`src/rtl/trap_pkg.sv`:
```
`default_nettype none
// ============================================================================
//  Module      : trap_pkg
//  Description : Shared types and constants for the machine-mode trap
//                sequencer: FSM state encoding, mtval source select,
//                exception/interrupt cause codes and source bit positions.
//  Revision    : 1.0 - initial release
// ============================================================================
package trap_pkg;

    // Sequencer states, explicitly 2 bits wide.
    typedef enum logic [1:0] {
        ST_IDLE     = 2'd0,
        ST_DRAIN    = 2'd1,
        ST_COMMIT   = 2'd2,
        ST_REDIRECT = 2'd3
    } trap_state_t;

    // Which value feeds mtval for the winning source.
    typedef enum logic [1:0] {
        TVAL_ZERO    = 2'd0,
        TVAL_PC      = 2'd1,
        TVAL_BADADDR = 2'd2,
        TVAL_INST    = 2'd3
    } tval_sel_t;

    // Exception codes (mcause with interrupt bit clear).
    localparam int unsigned CAUSE_INST_ADDR = 0;
    localparam int unsigned CAUSE_ILLEGAL   = 2;
    localparam int unsigned CAUSE_BREAK     = 3;
    localparam int unsigned CAUSE_LD_ADDR   = 4;
    localparam int unsigned CAUSE_ST_ADDR   = 6;
    localparam int unsigned CAUSE_ECALL_M   = 11;

    // Interrupt codes (mcause with interrupt bit set).
    localparam int unsigned CAUSE_IRQ_SW    = 3;
    localparam int unsigned CAUSE_IRQ_TIM   = 7;
    localparam int unsigned CAUSE_IRQ_EXT   = 11;

    // Bit positions in the exception source vector, highest priority first.
    localparam int unsigned N_EXC         = 6;
    localparam int unsigned EXC_BREAK     = 0;
    localparam int unsigned EXC_INST_ADDR = 1;
    localparam int unsigned EXC_ILLEGAL   = 2;
    localparam int unsigned EXC_ECALL     = 3;
    localparam int unsigned EXC_ST_ADDR   = 4;
    localparam int unsigned EXC_LD_ADDR   = 5;

    // Bit positions in the (already enabled) interrupt vector, highest first.
    localparam int unsigned N_IRQ   = 3;
    localparam int unsigned IRQ_EXT = 0;
    localparam int unsigned IRQ_SW  = 1;
    localparam int unsigned IRQ_TIM = 2;

endpackage
`default_nettype wire

```
`src/rtl/trap_prio_enc.sv`:
```
`default_nettype none
// ============================================================================
//  Module      : trap_prio_enc
//  Description : Combinational priority encoder for synchronous exceptions
//                and enabled interrupts. Any exception beats any interrupt.
//  Ports       : i_exc      - exception sources, bit order from trap_pkg
//                i_irq      - pending and enabled interrupts
//                o_valid    - some source is active
//                o_is_int   - winner is an interrupt
//                o_cause    - exception/interrupt code of the winner
//                o_tval_sel - mtval source for the winner
//  Revision    : 1.0 - initial release
// ============================================================================
module trap_prio_enc
    import trap_pkg::*;
#(
    parameter int CAUSE_W = 5
) (
    input  logic [N_EXC-1:0]   i_exc,
    input  logic [N_IRQ-1:0]   i_irq,
    output logic               o_valid,
    output logic               o_is_int,
    output logic [CAUSE_W-1:0] o_cause,
    output tval_sel_t          o_tval_sel
);

    always_comb begin
        o_valid    = 1'b1;
        o_is_int   = 1'b0;
        o_cause    = '0;
        o_tval_sel = TVAL_ZERO;
        if (i_exc[EXC_BREAK]) begin
            o_cause    = CAUSE_W'(CAUSE_BREAK);
            o_tval_sel = TVAL_PC;
        end else if (i_exc[EXC_INST_ADDR]) begin
            o_cause    = CAUSE_W'(CAUSE_INST_ADDR);
            o_tval_sel = TVAL_BADADDR;
        end else if (i_exc[EXC_ILLEGAL]) begin
            o_cause    = CAUSE_W'(CAUSE_ILLEGAL);
            o_tval_sel = TVAL_INST;
        end else if (i_exc[EXC_ECALL]) begin
            o_cause    = CAUSE_W'(CAUSE_ECALL_M);
        end else if (i_exc[EXC_ST_ADDR]) begin
            o_cause    = CAUSE_W'(CAUSE_ST_ADDR);
            o_tval_sel = TVAL_BADADDR;
        end else if (i_exc[EXC_LD_ADDR]) begin
            o_cause    = CAUSE_W'(CAUSE_LD_ADDR);
            o_tval_sel = TVAL_BADADDR;
        end else if (i_irq[IRQ_EXT]) begin
            o_is_int   = 1'b1;
            o_cause    = CAUSE_W'(CAUSE_IRQ_EXT);
        end else if (i_irq[IRQ_SW]) begin
            o_is_int   = 1'b1;
            o_cause    = CAUSE_W'(CAUSE_IRQ_SW);
        end else if (i_irq[IRQ_TIM]) begin
            o_is_int   = 1'b1;
            o_cause    = CAUSE_W'(CAUSE_IRQ_TIM);
        end else begin
            o_valid    = 1'b0;
        end
    end

endmodule
`default_nettype wire

```
`src/rtl/trap_ctrl.sv`:
```
`default_nettype none
// ============================================================================
//  Module      : trap_ctrl
//  Description : Machine-mode trap entry / MRET sequencer. Arbitrates
//                exceptions, interrupts and MRET in IDLE, stalls and drains
//                the pipeline, issues one commit strobe toward the CSR file
//                and then holds a fetch redirect until it is acknowledged.
//  Ports       : i_ex_*            - execute-stage exception sources / data
//                i_mret            - MRET in execute
//                i_irq_*, i_mie,
//                i_mstatus_mie     - interrupt pending / enable state
//                i_tvec, i_epc     - current mtvec / mepc
//                i_drained         - pipeline empty
//                i_redirect_ack    - fetch took the redirect
//                o_stall, o_flush  - pipeline control
//                o_trap_we/o_mret_we, o_cause/o_epc/o_tval - CSR commit
//                o_redirect_valid/o_redirect_pc - fetch redirect
//  Options     : TRAP_CTRL_VECTORED_EN - honour mtvec vectored mode for
//                interrupts (base + 4*cause). Undefined: direct mode only.
//  Revision    : 1.0 - initial release
// ============================================================================
module trap_ctrl
    import trap_pkg::*;
#(
    parameter int XLEN    = 32,
    parameter int CAUSE_W = 5
) (
    input  logic            i_clk,
    input  logic            i_rst,
    input  logic            i_ex_ebreak,
    input  logic            i_ex_inst_addr,
    input  logic            i_ex_illegal,
    input  logic            i_ex_ecall,
    input  logic            i_ex_st_addr,
    input  logic            i_ex_ld_addr,
    input  logic            i_mret,
    input  logic [XLEN-1:0] i_ex_pc,
    input  logic [31:0]     i_ex_inst,
    input  logic [XLEN-1:0] i_ex_badaddr,
    input  logic [XLEN-1:0] i_next_pc,
    input  logic            i_irq_ext,
    input  logic            i_irq_sw,
    input  logic            i_irq_tim,
    input  logic            i_mstatus_mie,
    input  logic [2:0]      i_mie,
    input  logic [XLEN-1:0] i_tvec,
    input  logic [XLEN-1:0] i_epc,
    input  logic            i_drained,
    input  logic            i_redirect_ack,
    output logic            o_stall,
    output logic            o_flush,
    output logic            o_trap_we,
    output logic            o_mret_we,
    output logic [XLEN-1:0] o_cause,
    output logic [XLEN-1:0] o_epc,
    output logic [XLEN-1:0] o_tval,
    output logic            o_redirect_valid,
    output logic [XLEN-1:0] o_redirect_pc
);

    trap_state_t      r_state;
    logic             r_first_drain;
    logic             r_is_mret;
    logic [XLEN-1:0]  r_cause;
    logic [XLEN-1:0]  r_epc;
    logic [XLEN-1:0]  r_tval;
    logic [XLEN-1:0]  r_out_cause;
    logic [XLEN-1:0]  r_out_epc;
    logic [XLEN-1:0]  r_out_tval;
    logic [XLEN-1:0]  r_redirect_pc;

    logic [N_EXC-1:0]   w_exc;
    logic [N_IRQ-1:0]   w_irq;
    logic               w_enc_valid;
    logic               w_enc_is_int;
    logic [CAUSE_W-1:0] w_enc_cause;
    tval_sel_t          w_enc_tval_sel;
    logic               w_idle;
    logic               w_req;
    logic [XLEN-1:0]    w_cap_cause;
    logic [XLEN-1:0]    w_cap_epc;
    logic [XLEN-1:0]    w_cap_tval;
    logic [XLEN-1:0]    w_base;
    logic [XLEN-1:0]    w_target;

    assign w_exc[EXC_BREAK]     = i_ex_ebreak;
    assign w_exc[EXC_INST_ADDR] = i_ex_inst_addr;
    assign w_exc[EXC_ILLEGAL]   = i_ex_illegal;
    assign w_exc[EXC_ECALL]     = i_ex_ecall;
    assign w_exc[EXC_ST_ADDR]   = i_ex_st_addr;
    assign w_exc[EXC_LD_ADDR]   = i_ex_ld_addr;

    // i_mie is {MEIE, MSIE, MTIE}; all interrupts gated by mstatus.MIE.
    assign w_irq[IRQ_EXT] = i_mstatus_mie & i_irq_ext & i_mie[2];
    assign w_irq[IRQ_SW]  = i_mstatus_mie & i_irq_sw  & i_mie[1];
    assign w_irq[IRQ_TIM] = i_mstatus_mie & i_irq_tim & i_mie[0];

    trap_prio_enc #(
        .CAUSE_W (CAUSE_W)
    ) u_prio_enc (
        .i_exc      (w_exc),
        .i_irq      (w_irq),
        .o_valid    (w_enc_valid),
        .o_is_int   (w_enc_is_int),
        .o_cause    (w_enc_cause),
        .o_tval_sel (w_enc_tval_sel)
    );

    assign w_idle = (r_state == ST_IDLE);
    // MRET only wins when no trap source is active.
    assign w_req  = w_enc_valid | i_mret;

    // Capture values; with no trap source (pure MRET) cause and tval are 0.
    always_comb begin
        w_cap_cause                = '0;
        w_cap_cause[CAUSE_W-1:0]   = w_enc_cause;
        w_cap_cause[XLEN-1]        = w_enc_is_int;
        w_cap_epc                  = w_enc_is_int ? i_next_pc : i_ex_pc;
        case (w_enc_tval_sel)
            TVAL_PC:      w_cap_tval = i_ex_pc;
            TVAL_BADADDR: w_cap_tval = i_ex_badaddr;
            TVAL_INST:    w_cap_tval = XLEN'(i_ex_inst);
            default:      w_cap_tval = '0;
        endcase
    end

    assign w_base = {i_tvec[XLEN-1:2], 2'b00};

`ifdef TRAP_CTRL_VECTORED_EN
    always_comb begin
        w_target = w_base;
        if (r_is_mret) begin
            w_target = i_epc;
        end else if (r_cause[XLEN-1] && (i_tvec[1:0] == 2'b01)) begin
            w_target = w_base + (XLEN'(r_cause[CAUSE_W-1:0]) << 2);
        end
    end
`else
    // Mode bits are ignored in direct-only builds.
    logic [1:0] w_unused_tvec_mode;
    assign w_unused_tvec_mode = i_tvec[1:0];
    assign w_target = r_is_mret ? i_epc : w_base;
`endif

    always_ff @(posedge i_clk) begin
        if (i_rst) begin
            r_state       <= ST_IDLE;
            r_first_drain <= 1'b0;
            r_is_mret     <= 1'b0;
            r_cause       <= '0;
            r_epc         <= '0;
            r_tval        <= '0;
            r_out_cause   <= '0;
            r_out_epc     <= '0;
            r_out_tval    <= '0;
            r_redirect_pc <= '0;
        end else begin
            case (r_state)
                ST_IDLE: begin
                    if (w_req) begin
                        r_cause       <= w_cap_cause;
                        r_epc         <= w_cap_epc;
                        r_tval        <= w_cap_tval;
                        r_is_mret     <= ~w_enc_valid;
                        r_first_drain <= 1'b1;
                        r_state       <= ST_DRAIN;
                    end
                end
                ST_DRAIN: begin
                    r_first_drain <= 1'b0;
                    if (i_drained) begin
                        // Commit values only change on entry to COMMIT.
                        r_out_cause <= r_cause;
                        r_out_epc   <= r_epc;
                        r_out_tval  <= r_tval;
                        r_state     <= ST_COMMIT;
                    end
                end
                ST_COMMIT: begin
                    // Target is frozen here so it stays stable while waiting for ack.
                    r_redirect_pc <= w_target;
                    r_state       <= ST_REDIRECT;
                end
                ST_REDIRECT: begin
                    if (i_redirect_ack) begin
                        r_state <= ST_IDLE;
                    end
                end
                default: r_state <= ST_IDLE;
            endcase
        end
    end

    assign o_stall          = ~w_idle | w_req;
    assign o_flush          = (r_state == ST_DRAIN) & r_first_drain;
    assign o_trap_we        = (r_state == ST_COMMIT) & ~r_is_mret;
    assign o_mret_we        = (r_state == ST_COMMIT) & r_is_mret;
    assign o_cause          = r_out_cause;
    assign o_epc            = r_out_epc;
    assign o_tval           = r_out_tval;
    assign o_redirect_valid = (r_state == ST_REDIRECT);
    assign o_redirect_pc    = r_redirect_pc;

endmodule
`default_nettype wire

```
`config.mk`:
```
export PLATFORM = sky130hd
export DESIGN_NAME = trap_ctrl
export DESIGN_NICKNAME = d
export VERILOG_FILES = /design/src/rtl/trap_pkg.sv /design/src/rtl/trap_prio_enc.sv /design/src/rtl/trap_ctrl.sv
export SDC_FILE = /design/constraint.sdc
export NUM_CORES = 1
export LEC_CHECK = 0
export CELL_PAD_IN_SITES_DETAIL_PLACEMENT = 0
export CELL_PAD_IN_SITES_GLOBAL_PLACEMENT = 1
export CORE_AREA = 8 8 199 153
export CTS_CLUSTER_DIAMETER = 50
export DETAILED_ROUTE_END_ITERATION = 10
export DIE_AREA = 0 0 207 161
export PLACE_DENSITY_LB_ADDON = 0.1
export SYNTH_ARGS = -nofsm -noshare
export SYNTH_HDL_FRONTEND = slang
export SYNTH_SLANG_ARGS = --single-unit
```
`constraint.sdc`:
```
create_clock -name i_clk -period 1.85 [get_ports i_clk]
set_input_delay 0.37 -clock i_clk [delete_from_list [all_inputs] [get_ports i_clk]]
set_output_delay 0.37 -clock i_clk [all_outputs]
set_load 0.01 [all_outputs]
```
==> summary.txt, run 1 <==
STA
  – Final min period: 1930 ps
  – Endpoints failing setup: 23
  – Maximum clock rate: 518 MHz
  – Final hold vios: 0
  – Clock Skew: between 8 and 9 ps
  – TNS Setup: -387 ps
  – Final period util: 104%
  – Final worst slack: -81.6 ps
  – RSZ-0062 raised after global routing: yes
  – Max Slew Vio Count: 0

Critical path
  – CP Depth: 5
  – CP arrival: 1560 ps
  – Crit path max-delay family: simple AND/OR/NAND/NOR gates
  – Worst setup EP type: output port
  – Critical-path top delay cell: or4_4
  – Worst EP required: 1480 ps
  – Startpoint Class: input port
  – Worst flop-to-flop path endpoint: r_epc[22]
  – Crit-path max FO: 2
  – R2R Setup Slk: between 100 and 150 ps
  – Worst Reg-to-Reg Cells: 9
  – Slowest stage delay, CP: roughly 570 ps
  – Critical path type: in -> out
  – Most frequent CP cell: buf_6
  – Crit path from: i_ex_inst_addr
  – Critical R2R Launch: r_state[0]
  – Critical path cell sequence: buf_6, or4_4, a211oi_4, nand2_2, buf_6
  – Buf/Inv on CP: 2

Die
  – Site Rows: 53
  – # IOs: between 300 and 400
  – Die Width: 207 µm
  – Initial core utilization: a little over a quarter
  – Core outline area: ~0.027 mm²
  – Die area: approximately 0.033 mm²
  – Die height: roughly 160 µm

Global routing
  – Gr usage total: between 10% and 20%
  – M3 GR Usage: ~4.6%
  – Antenna violations before repair: 2
  – Busiest grt layer: met2
  – Largest net degree at the start of global routing: between 40 and 50
  – Grt met1 use: between 20 and 25%
  – Grt ovf: 0
  – Met2 Use GR: 28.0%
  – First-pass GRT wire length: 44300 µm
  – Vias in the first global route: 7083

Clocking
  – H-Tree Depth: 4
  – TritonCTS buffer count: 17
  – CTS tree: built
  – # clock sinks: 174
  – Worst-path clk slew: roughly 60 ps
  – Clk buf depth: 2
  – CTS Hold Bufs: 0
  – Clock insertion delay at the later pin of the skew report: around 420 ps
  – Root Buffer: clkbuf_16

Outcome
  – Status: finished, violations left
  – Violated checks: negative setup slack

Finish
  – Most common cell after layout, fill and taps aside: clkdlybuf4s50_1
  – Nets: approximately 1400
  – Fraction of layout cells with a size suffix above 1: between 10% and 20%
  – Final instance area: around 0.012 mm²
  – Most frequent cells in the layout: clkdlybuf4s50_1, dfxtp_1, nand2_1
  – Area Growth Syn to Fin: 70.5%

Detailed routing
  – Routed length per instance: between 15 and 20 µm
  – DRC viols: 0
  – Routed vias: just over 7000
  – Vias per cell: roughly 4.7
  – DRT iter0 DRCs: between 300 and 400
  – Post-route ant nets: 0
  – DR pass1 iterations: 8
  – Final WL: ~30000 µm

Synth
  – Post-synth top flop: dfxtp_1
  – Ys Warns: 0
  – Cell Area, Synth: about 0.0073 mm²
  – Post-synth EDFFs: 0
  – Synth cell types: 38
  – Mean Syn Cell Area: 9.03 µm²
  – Async SR Flop Fraction: 0%
  – #FFs+latches synth: 174
  – Cells after Synth: between 800 and 900
  – Sequential area share after synthesis: 48.0%

Hold path
  – Hold Startpoint: i_rst
  – Hold Crit Class: in -> reg
  – Hold depth: 2
  – Hold worst-path end: r_state[1]

Run
  – Number of max-cap violations: 0

Power and ir drop
  – Leak: between 4 and 5 nW
  – Worst VDD drop: ~700 µV
  – Pwr dens: approximately 1200 mW/mm²

Place
  – Number of I/O port buffers: between 300 and 400
  – Area after DPL: between 0.01 and 0.015 mm²
  – DP Worst Slack: -747 ps
  – DPL Wire Length: around 21000 µm
  – Final RePlAce weighted congestion: between 0.7 and 0.8
[flip-flops by register name, indices dropped and copies added (netlist names), 2 cells and up]
signal         flops
o_cause            5
o_epc             32
o_redirect_pc     32
o_tval            32
r_cause            5
r_epc             32
r_state            2
r_tval            32
[synth_stat cells, types with 2 or more instances]
library cell | n | area share [%]
buf_1 | 12 | 0.62
mux2i_1 | 64 | 8.8
buf_4 | 30 | 3.1
nor3b_1 | 2 | 0.21
ha_1 | 5 | 0.86
nor3_1 | 2 | 0.14
a222oi_1 | 32 | 4.4
and2_1 | 3 | 0.26
o2bb2ai_1 | 32 | 3.9
dfxtp_1 | 174 | 48
nand2_1 | 148 | 7.7
nor2_1 | 74 | 3.8
clkbuf_1 | 42 | 2.2
nand2b_1 | 4 | 0.34
inv_1 | 4 | 0.21
a21oi_1 | 79 | 5.4
a211oi_1 | 66 | 6.8
buf_2 | 11 | 0.76
[layout make-up]
cell class	count	area [µm²]
Timing Repair Buffer	394	4080
Multi-Input combinational cell	556	3640
Clock buffer	20	437
Clock inverter	11	263
Tap cell	357	447
Sequential cell	174	3490
Fill cell	2755	15100
Antenna cell	1	2.50
Inverter	4	15.0
[cells by family after synthesis]
family,Yosys count,synth area share (%)
adders and majority gates,5,0.862
and+or+nand+nor,243,13.7
AOI/OAI and AO/OA,217,21.6
buffers and inverters,100,7.02
DFF,174,48.0
muxes,64,8.83
other,1,0.0517
[power breakdown]
group | total (mW) | internal [mW] | switching, mW
combinational | 5.21 | 2.66 | 2.55
clock | 4.31 | 2.80 | 1.51
sequential | 5.31 | 4.74 | 0.560
[worst max-delay path by stage]
stage,end,slack (ps)
floorplan,r_cause[2],-80
global placement,o_stall,-740
detailed placement,o_stall,-750
CTS,o_stall,-90
global route,o_stall,-90
finish,o_stall,-80
[timing repair]
action                     CTS  global route
gates resized for setup     39            50
setup endpoints to repair   74            44
pin swaps                    7            11
buffers inserted             4             9
gates cloned                 2             5
[layer usage]
metal	vias to the layer above	wire (µm)
li1	3527	-
met1	3332	14100
met2	177	14100
met3	17	1590
met4	2	252
met5	-	9
[stage by stage]
step                power, mW  utilization [%]  hold WS (ps)  std cells
global route             15.7             45.1           357       1517
detailed placement       9.95             40.6           443       1466
finish                   14.8             45.1           358       1517
floorplan                7.61                -           427        830
CTS                      14.4             43.6           346       1503
global placement         9.93             40.6           442       1466
[worst reg2reg max path: stages (launching register included)]
cell	delay (ps)
dfxtp_1	320
inv_2	110
ha_4	150
buf_4	130
a21boi_4	270
buf_6	140
nor2_4	40
buf_12	160
clkbuf_16	170
o2bb2ai_2	120
Power figures use the tool's default switching activity.
==> inputs of run 2 (changes only) <==
--- a/config.mk
+++ b/config.mk
@@ -7,11 +7,14 @@
 export LEC_CHECK = 0
 export CELL_PAD_IN_SITES_DETAIL_PLACEMENT = 0
 export CELL_PAD_IN_SITES_GLOBAL_PLACEMENT = 1
-export CORE_AREA = 8 8 199 153
+export CORE_AREA = 8 8 163 127
 export CTS_CLUSTER_DIAMETER = 50
+export CTS_CLUSTER_SIZE = 40
 export DETAILED_ROUTE_END_ITERATION = 10
-export DIE_AREA = 0 0 207 161
+export DIE_AREA = 0 0 171 135
+export DONT_BUFFER_PORTS = 1
 export PLACE_DENSITY_LB_ADDON = 0.1
 export SYNTH_ARGS = -nofsm -noshare
 export SYNTH_HDL_FRONTEND = slang
 export SYNTH_SLANG_ARGS = --single-unit
+export TNS_END_PERCENT = 20
==> run 2 against run 1 <==
Effect of this change:
- the run now ends clean
- largest power group unchanged
- critical endpoint unchanged
- first-iteration DRC count rose by 26%
- worst setup slack improved by 110 ps
- maximum frequency rose by 5.9%
- critical path type unchanged
- register-to-register slack improved by 100 ps
- largest cell class is now registers
- clock power fell by 22%
- die area fell by 31%
- critical path depth fell by 1
==> summary.txt, run 2 (synthesis results as in run 1) <==
STA
  – Final period util: 98.6% (-5.8 points)
  – Fin Hold WS: 29.2 ps (-329 ps)
  – Final worst slack: 25.6 ps (+107 ps)
  – TNS Setup: 0 ps (+387 ps)
  – Max Slew Vio Count: 0 (unchanged)
  – Endpoints failing setup: 0 (-100%)
  – Final hold vios: 0 (unchanged)
  – Final min period: 1820 ps (-107 ps)
  – Worst Tran Pin Value: 926 ps
  – Relative slew slack: 38.1%
  – Maximum clock rate: 548 MHz (+5.9%)
  – Clock Skew: 8.34 ps (+0.140 ps)
  – RSZ-0062 raised after global routing: no

Finish
  – Area Growth Syn to Fin: 12.9%
  – Antenna cells: 0 (-1)
  – Nets: 1003 (-26%)
  – Fraction of layout cells with a size suffix above 1: 10.2% (-4.5 points)
  – Most frequent cells in the layout: dfxtp_1, nand2_1, a21oi_1
  – Post-layout util: 45.3% (+0.25 points)
  – Most common cell after layout, fill and taps aside: dfxtp_1

Critical path
  – Critical path type: in -> out
  – Worst EP required: 1480 ps (about the same)
  – Critical-path top delay cell: or4_4
  – Crit-path max FO: 5 (+3)
  – CP arrival: 1450 ps (-110 ps)
  – Worst setup EP type: output port
  – Startpoint Class: input port
  – Slowest stage delay, CP: 570 ps (about the same)
  – Critical path cell sequence: or4_4, a211oi_4, buf_4, nand2_2

Power and ir drop
  – Part of the power in combinational logic: 23.8% (-11 points)
  – Pwr dens: 1430 mW/mm² (+19%)
  – Flop pwr share: 47.5% (+12 points)
  – Final Total Pwr: 11.7 mW (-21%)
  – Pint: 7.70 mW (-25%)
  – Worst VDD drop: 526 µV (-24%)
  – Power share of the clock group: 28.7% (-0.4 points)
  – Leak: 2.73 nW (-38%)
  – Net switching power: 4.03 mW (-13%)
  – Switching Share: 34.4% (+3.2 points)

Place
  – Final RePlAce weighted congestion: 0.801 (+8.4%)
  – Number of I/O port buffers: 0 (-100%)
  – DPL Wire Length: 16500 µm (-23%)
  – DP Worst Slack: -229 ps (+518 ps)

Global routing
  – Busiest grt layer: met2
  – Largest net degree at the start of global routing: 143 (+230%)
  – Vias in the first global route: 5749 (-19%)
  – M3 GR Usage: 7.64% (+3.0 points)
  – First-pass GRT wire length: 34500 µm (-22%)
  – Grt met1 use: 23.6% (+1.6 points)
  – Antenna violations before repair: 0 (-2)
  – Met2 Use GR: 30.6% (+2.7 points)
  – Gr usage total: 19.2% (+2.3 points)
  – Grt ovf: 0 (unchanged)

Clocking
  – H-Tree Depth: 4 (unchanged)
  – Worst-path clk slew: 60 ps (about the same)
  – CTS tree: built
  – Clock insertion delay at the later pin of the skew report: 430 ps (about the same)
  – Root Buffer: clkbuf_16
  – # clock sinks: 174 (unchanged)
  – TritonCTS buffer count: 17 (unchanged)
  – Clk buf depth: 2 (unchanged)

Detailed routing
  – Final WL: 23300 µm (-22%)
  – DR pass1 iterations: 6 (-2)
  – Vias per cell: 5.60 (+20%)
  – Routed vias: 5871 (-17%)
  – DRC viols: 0 (unchanged)
  – Routed length per instance: 22.3 µm (+12%)
  – DRT iter0 DRCs: 476 (+26%)
  – Post-route ant nets: 0 (unchanged)

Die
  – # IOs: 343 (unchanged)
  – Die Width: 171 µm (-17%)
  – Core outline area: 0.0181 mm² (-34%)
  – Site Rows: 43 (-19%)
  – Die area: 0.0231 mm² (-31%)
  – Initial core utilization: 40.2% (+14 points)
  – Die height: 135 µm (-16%)

Run
  – Number of max-cap violations: 0 (unchanged)

Hold path
  – Hold Crit Class: in -> reg

Outcome
  – Status: complete, no violations
-- run 2: worst max-delay path: cells and delay by family --
family / cells / cell delay (ps)
buffers and inverters: 1 / 170
and+or+nand+nor: 2 / 650
AOI/OAI and AO/OA: 1 / 270
-- run 2: layer usage --
| layer | share of wire, % | vias to the layer above |
|---|---|---|
| li1 | - | 2795 |
| met1 | 42 | 2813 |
| met2 | 46 | 244 |
| met3 | 11 | 19 |
| met4 | 1.1 | 0 |
| met5 | 0 | - |
-- run 2: layout make-up --
| cell class | instances | area, µm² |
|---|---|---|
| sequential | 174 | 3480 |
| tap | 247 | 309 |
| clock buffer | 19 | 443 |
| timing repair buffer | 35 | 410 |
| fill | 1773 | 9880 |
| inverter | 4 | 15.0 |
| multi-input combinational | 556 | 3430 |
| clock inverter | 13 | 104 |
-- run 2: path summary, 6_finish.rpt --
check / startpoint / depth (start not counted) / slack [ps] / endpoint
max: i_ex_ecall / 4 / 30 / o_stall
min reg2reg: r_epc[25] / 2 / 440 / o_epc[25]
min: i_rst / 1 / 30 / o_redirect_pc[13]
max reg2reg: r_state[1] / 7 / 220 / r_state[1]
-- run 2: power groups by stage --
stage | logic (mW) | registers, mW | clock network [mW]
after floorplan | 2.17 | 5.41 | 0
after global placement | 2.69 | 5.64 | 0
after global routing | 3.15 | 5.70 | 3.62
final | 2.79 | 5.57 | 3.36
after CTS | 2.79 | 5.58 | 3.45
after detailed placement | 2.76 | 5.66 | 0
-- run 2: repair_timing --
item | 4_1_cts | 5_1_grt
hold endpoints to repair | 1 | 2
pin swaps | 1 | 0
endpoints found under the setup margin | 1 | 2
resized for setup | 3 | 8
cloned | 0 | 0
setup buffers | 2 | 0
hold buffers | 3 | 1
-- run 2: per-stage QoR --
stage | cells | cell area, µm²
after floorplan | 830 | 7360
after global placement | 1010 | 7560
after detailed placement | 1010 | 7560
after CTS | 1047 | 8160
after global routing | 1048 | 8200
final | 1048 | 8200
